File: src/rtl/pipe_skid_buffer_pkg.sv
// Shared types and constants for the valid/ready pipeline stage with optional skid entry.
package pipe_skid_buffer_pkg;

  localparam int INSTR_W_DFLT = 16;
  localparam int PC_W_DFLT    = 32;
  localparam int OCC_W        = 2;

  typedef struct packed {
    logic [INSTR_W_DFLT-1:0] instr;
    logic [PC_W_DFLT-1:0]    pc;
    logic [PC_W_DFLT-1:0]    next_pc;
    logic                    bubble;
  } entry_t;

  // An empty slot reads as an all-zero NOP.
  localparam entry_t NOP_ENTRY = '0;

  function automatic logic [OCC_W-1:0] occ_count(input logic head_v, input logic skid_v);
    return {1'b0, head_v} + {1'b0, skid_v};
  endfunction

endpackage

File: src/rtl/pipe_entry_reg.sv
// One payload+valid register slot; clear (flush) dominates load, load dominates drop.
module pipe_entry_reg
  import pipe_skid_buffer_pkg::*;
#(
  parameter int W              = 8,
  parameter int CLEAR_ON_FLUSH = 1
) (
  input  logic         clk,
  input  logic         rst_n,
  input  logic         clear,
  input  logic         load,
  input  logic         drop,
  input  logic [W-1:0] d,
  output logic         valid,
  output logic [W-1:0] q
);

  logic         valid_d, valid_q;
  logic [W-1:0] data_d, data_q;

  always_comb begin
    valid_d = valid_q;
    data_d  = data_q;
    if (clear) begin
      valid_d = 1'b0;
      if (CLEAR_ON_FLUSH != 0) data_d = '0;
    end else if (load) begin
      valid_d = 1'b1;
      data_d  = d;
    end else if (drop) begin
      valid_d = 1'b0;
    end
  end

  always_ff @(posedge clk) begin
    if (!rst_n) begin
      valid_q <= 1'b0;
      data_q  <= '0;
    end else begin
      valid_q <= valid_d;
      data_q  <= data_d;
    end
  end

  assign valid = valid_q;
  assign q     = data_q;

endmodule

File: src/rtl/pipe_skid_buffer.sv
// Pipeline stage register with valid/ready handshake, optional 2-entry skid, flush and bubble tagging.
module pipe_skid_buffer
  import pipe_skid_buffer_pkg::*;
#(
  parameter int INSTR_W        = 16,
  parameter int PC_W           = 32,
  parameter int SKID           = 1,
  parameter int CLEAR_ON_FLUSH = 1
) (
  input  logic               clk,
  input  logic               rst_n,
  input  logic               flush,
  input  logic               in_valid,
  output logic               in_ready,
  input  logic [INSTR_W-1:0] in_instruction,
  input  logic [PC_W-1:0]    in_pc,
  input  logic [PC_W-1:0]    in_next_pc,
  input  logic               in_bubble,
  output logic               out_valid,
  input  logic               out_ready,
  output logic [INSTR_W-1:0] out_instruction,
  output logic [PC_W-1:0]    out_pc,
  output logic [PC_W-1:0]    out_next_pc,
  output logic               out_bubble,
  output logic [OCC_W-1:0]   occupancy
);

  localparam int ENTRY_W = INSTR_W + 2 * PC_W + 1;

  typedef struct packed {
    logic [INSTR_W-1:0] instr;
    logic [PC_W-1:0]    pc;
    logic [PC_W-1:0]    next_pc;
    logic               bubble;
  } stage_entry_t;

  stage_entry_t       in_entry, head_entry;
  logic [ENTRY_W-1:0] head_data, skid_data, head_d_data;
  logic               head_valid, skid_valid;
  logic               head_load, head_drop, skid_load, skid_drop, head_from_skid;
  logic               accept, pop;

  assign in_entry = '{instr: in_instruction, pc: in_pc, next_pc: in_next_pc, bubble: in_bubble};
  assign accept   = in_valid & in_ready;
  assign pop      = head_valid & out_ready;

  // Head always holds the oldest entry; the skid only fills when head is stalled.
  always_comb begin
    head_load      = 1'b0;
    head_drop      = 1'b0;
    skid_load      = 1'b0;
    skid_drop      = 1'b0;
    head_from_skid = 1'b0;
    if (pop) begin
      if (skid_valid) begin
        head_load      = 1'b1;
        head_from_skid = 1'b1;
        skid_drop      = 1'b1;
      end else if (accept) begin
        head_load = 1'b1;
      end else begin
        head_drop = 1'b1;
      end
    end else if (accept) begin
      if (head_valid) skid_load = 1'b1;
      else            head_load = 1'b1;
    end
  end

  assign head_d_data = head_from_skid ? skid_data : ENTRY_W'(in_entry);

  pipe_entry_reg #(.W(ENTRY_W), .CLEAR_ON_FLUSH(CLEAR_ON_FLUSH)) u_head (
    .clk   (clk),
    .rst_n (rst_n),
    .clear (flush),
    .load  (head_load),
    .drop  (head_drop),
    .d     (head_d_data),
    .valid (head_valid),
    .q     (head_data)
  );

  generate
    if (SKID != 0) begin : g_skid
      pipe_entry_reg #(.W(ENTRY_W), .CLEAR_ON_FLUSH(CLEAR_ON_FLUSH)) u_skid (
        .clk   (clk),
        .rst_n (rst_n),
        .clear (flush),
        .load  (skid_load),
        .drop  (skid_drop),
        .d     (ENTRY_W'(in_entry)),
        .valid (skid_valid),
        .q     (skid_data)
      );
      // Ready comes straight from a flop, so downstream stalls never reach upstream combinationally.
      assign in_ready = !skid_valid;
    end else begin : g_single
      assign skid_valid = 1'b0;
      assign skid_data  = '0;
      assign in_ready   = !head_valid | out_ready;
    end
  endgenerate

  assign head_entry      = stage_entry_t'(head_data);
  assign out_valid       = head_valid;
  assign out_instruction = head_valid ? head_entry.instr   : '0;
  assign out_pc          = head_valid ? head_entry.pc      : '0;
  assign out_next_pc     = head_valid ? head_entry.next_pc : '0;
  assign out_bubble      = head_valid ? head_entry.bubble  : 1'b1;
  assign occupancy       = occ_count(head_valid, skid_valid);

endmodule
File: config.mk
export PLATFORM = sky130hd
export DESIGN_NAME = pipe_skid_buffer
export DESIGN_NICKNAME = d
export VERILOG_FILES = /design/src/rtl/pipe_skid_buffer_pkg.sv /design/src/rtl/pipe_entry_reg.sv /design/src/rtl/pipe_skid_buffer.sv
export SDC_FILE = /design/constraint.sdc
export NUM_CORES = 1
export LEC_CHECK = 0
export ABC_AREA = 1
export CAP_MARGIN = 30
export CORE_MARGIN = 1.5
export CORE_UTILIZATION = 25
export CTS_CLUSTER_DIAMETER = 60
export CTS_CLUSTER_SIZE = 25
export DETAILED_ROUTE_END_ITERATION = 7
export SLEW_MARGIN = 10
export SYNTH_ARGS = -nofsm -noshare
export SYNTH_HDL_FRONTEND = slang
export SYNTH_SLANG_ARGS = --single-unit
File: constraint.sdc
create_clock -name clk -period 1.7 [get_ports clk]
set_input_delay 0.255 -clock clk [delete_from_list [all_inputs] [get_ports clk]]
set_output_delay 0.255 -clock clk [all_outputs]
set_load 0.03 [all_outputs]
==> results.py <==
metrics = {
    "timing": {
        "fin_crit_ns": 1.845,
        "slew_headroom_pct": 74.40,
        "rsz0062_at_grt": "yes",
        "skew_ns": 0.009333,
        "setup_viol": 170,
        "finalCritPeriodShare_pct": 108.5,
        "max_freq_mhz": 542.0,
        "drv_slew": 0,
        "setup_slack_ns": -0.1450,
        "worst_pin_slew_ns": 0.3840,
        "fin_setup_tns_ns": -8.885,
        "hold_viol": 0,
    },
    "power": {
        "power_density_mw_per_mm2": 739.4,
        "power_frac_comb_pct": 17.0,
        "switching_share_pct": 28.46,
        "pwr-share-clk_pct": 40.6,
        "power_frac_seq_pct": 42.4,
        "internal-power_w": 0.006777,
        "max-vdd-ir-drop_v": 0.0007396,
        "p_leak_nw": 6.210,
        "switching_power_w": 0.002696,
    },
    "cells_and_area": {
        "final_cells": 1976,
        "fin_nets": 1606,
        "synthToLayoutAreaGrowth_pct": 54.95,
        "final_layout_size_suffix_gt1_share_pct": 23.17,
    },
    "synthesis": {
        "yosys.area.top_type_share_pct": 39.71,
        "synth_area_mm2": 0.008268,
        "synthTopCellsByArea": "dfxtp_1, nand2_1, nor2_1",
        "ys_seq_area_share_pct": 39.71,
        "synth_top_area_cell": "dfxtp_1",
        "synth_warnings": 0,
        "synthCells": 1343,
        "synth_nets": 1430,
        "synth_seq_cells": 164,
        "syn_avg_cell_area_um2": 6.156,
        "synth_cell_types": 18,
    },
    "place": {
        "place_congestion": 0.7508,
        "place_hpwl_um": 16250,
        "numPortBuffers": 170,
        "dp_slack_ns": -0.04030,
        "dp.cells": 1885,
    },
    "critical_path": {
        "crit_chain": "buf_12 -> buf_8 -> buf_12 -> buf_8 -> inv_8 -> nor2_4 -> nand2_8 -> buf_12 -> clkbuf_16 -> o21ai_2 -> nor2_1",
        "slowest_stage": "dfxtp_4",
        "slowest_delay_ns": 0.38,
        "path_common_cell": "buf_12",
        "crit_family": "buffers and inverters",
        "worstPathArrival_ns": 2.17,
        "end_kind": "flop",
        "path_buf_inv": 7,
        "cp-start-kind": "flop",
        "critPathKind": "reg2reg",
        "path_max_fanout": 7,
        "critPathRequiredTime_ns": 2.02,
    },
    "route": {
        "viasPerCell": 4.535,
        "dr.pass1.iters": 5,
        "vias": 8961,
        "routed_wl_um": 32030,
        "drc": 0,
        "drtIter0Drc": 682,
        "wl_per_cell_um": 16.21,
        "route.antenna.remaining_nets": 0,
    },
    "floorplan": {
        "rows": 66,
        "start_util_pct": 25.41,
        "coreArea_mm2": 0.03254,
        "ios": 171,
        "die-area_mm2": 0.03417,
        "fp.dieW_um": 184.9,
        "die_height_um": 184.9,
    },
    "global_route": {
        "grt_overflow_total": 0,
        "grt_pass1_wl_um": 42500,
        "antenna_found_initial": 5,
        "grt_pass1_vias": 8133,
        "grt_max_degree": 59,
        "grt_usage_pct": 15.66,
    },
    "job": {
        "maxCapViolations": 0,
    },
    "clocking": {
        "clk_latency_ns": 0.43,
        "cts_max_level": 4,
        "tritoncts": "yes",
        "root_buffer": "clkbuf_16",
        "cts_buffer_depth": 2,
        "hold_buffers": 0,
        "numCtsBuffers": 17,
        "cts.clk_slew.worst_paths_ns": 0.07,
        "cts.sinks": 164,
    },
    "status": {
        "outcome": "complete, but fails checks",
        "violations": "negative setup slack",
    },
    "worst_hold_path": {
        "hp-class": "in2reg",
    },
}
placed cells by master (no fill, tap or decap), drive strengths merged:
cell type,synthesis,routed
nand2,333,334
nor2,327,327
inv,168,172
dfxtp,164,164
buf,82,151
clkdlybuf4s50,0,84
nand3,83,83
nand4,81,81
o21ai,81,81
clkbuf,20,38
clkinv,1,9
diode,0,2
clkinvlp,0,2
a21oi,2,2
ha,1,1
bufinv,0,1
bufbuf,0,1
dlygate4sd2,0,1
flip-flops by register name, summed over array words and instances, names as in the netlist:
signal	flops
g_skid.u_skid.q	81
g_skid.u_skid.valid	1
u_head.q	81
u_head.valid	1
metrics by stage:
| step | hold WS [ns] | power [W] | util, % | cell area (um2) |
|---|---|---|---|---|
| final | 0.3754 | 0.009473 | 39.37 | 12810 |
| after global routing | 0.3837 | 0.009866 | 39.37 | 12810 |
| after CTS | 0.3195 | 0.009224 | 35.27 | 11480 |
| after detailed placement | 0.4714 | 0.005272 | 31.91 | 10380 |
| after global placement | 0.4617 | 0.005260 | 31.91 | 10380 |
| after floorplan | 0.4185 | 0.004769 | - | 8268 |
layout make-up:
cell class | count | area [um2]
Multi-Input combinational cell | 909 | 4446
Timing Repair Buffer | 257 | 3282
Tap cell | 442 | 553.0
Fill cell | 3429 | 19730
Inverter | 169 | 654.4
Sequential cell | 164 | 3291
Clock buffer | 18 | 439.2
Antenna cell | 2 | 5.005
Clock inverter | 14 | 130.1
Timing Repair inverter | 1 | 11.26
worst min-delay path, delay by kind of cell:
kind / cells / cell delay [ns]
AND/OR/NAND/NOR: 4 / 0.29
buffers and inverters: 1 / 0.21
cell families after synthesis:
family / share of synthesized area [%]
fa+ha+maj: 0.1513
flops: 39.71
buf+inv: 13.85
simple gates: 41.27
compound gates: 5.024
cells in the mapped netlist:
cell / instances
nand3_1: 82
nand4_1: 81
o21ai_0: 81
nor2_1: 325
inv_1: 167
ha_1: 1
a21oi_1: 2
nor2_2: 2
buf_2: 71
inv_2: 1
nand2_1: 332
nand3_2: 1
buf_4: 10
clkbuf_1: 20
buf_1: 1
clkinv_2: 1
nand2_2: 1
dfxtp_1: 164
power groups by stage:
stage / sequential, W / combinational [W] / clock [W]
after global routing: 0.00403 / 0.00175 / 0.00409
after detailed placement: 0.00410 / 0.00117 / 0
after global placement: 0.00410 / 0.00116 / 0
final: 0.00402 / 0.00161 / 0.00385
after floorplan: 0.00408 / 0.000686 / 0
after CTS: 0.00401 / 0.00129 / 0.00392
final timing paths:
kind / from / to / slack, ns / cells after the start
worst max register to register: u_head.valid / g_skid.u_skid.q[49] / -0.14 / 11
worst min-delay path: out_ready / u_head.q[68] / 0.38 / 5
worst min register to register: g_skid.u_skid.q[47] / g_skid.u_skid.q[47] / 0.49 / 2
worst max-delay path: u_head.valid / g_skid.u_skid.q[49] / -0.14 / 11
routing by layer:
layer / vias up / GRT usage (%) / wire, um
li1: 4493 / - / -
met1: 4188 / 19.03 / 13800
met2: 235 / 27.59 / 15890
met3: 39 / 3.618 / 1621
met4: 6 / 4.130 / 677
met5: - / 0 / 34
repair_timing:
| item | CTS | global route |
|---|---|---|
| cloned | 5 | 32 |
| pin swaps | 3 | 57 |
| endpoints found under the hold margin | 0 | 0 |
| resized for setup | 98 | 236 |
| setup buffers | 8 | 14 |
| setup endpoints to repair | 84 | 246 |
(Power assumes the default switching activity.)
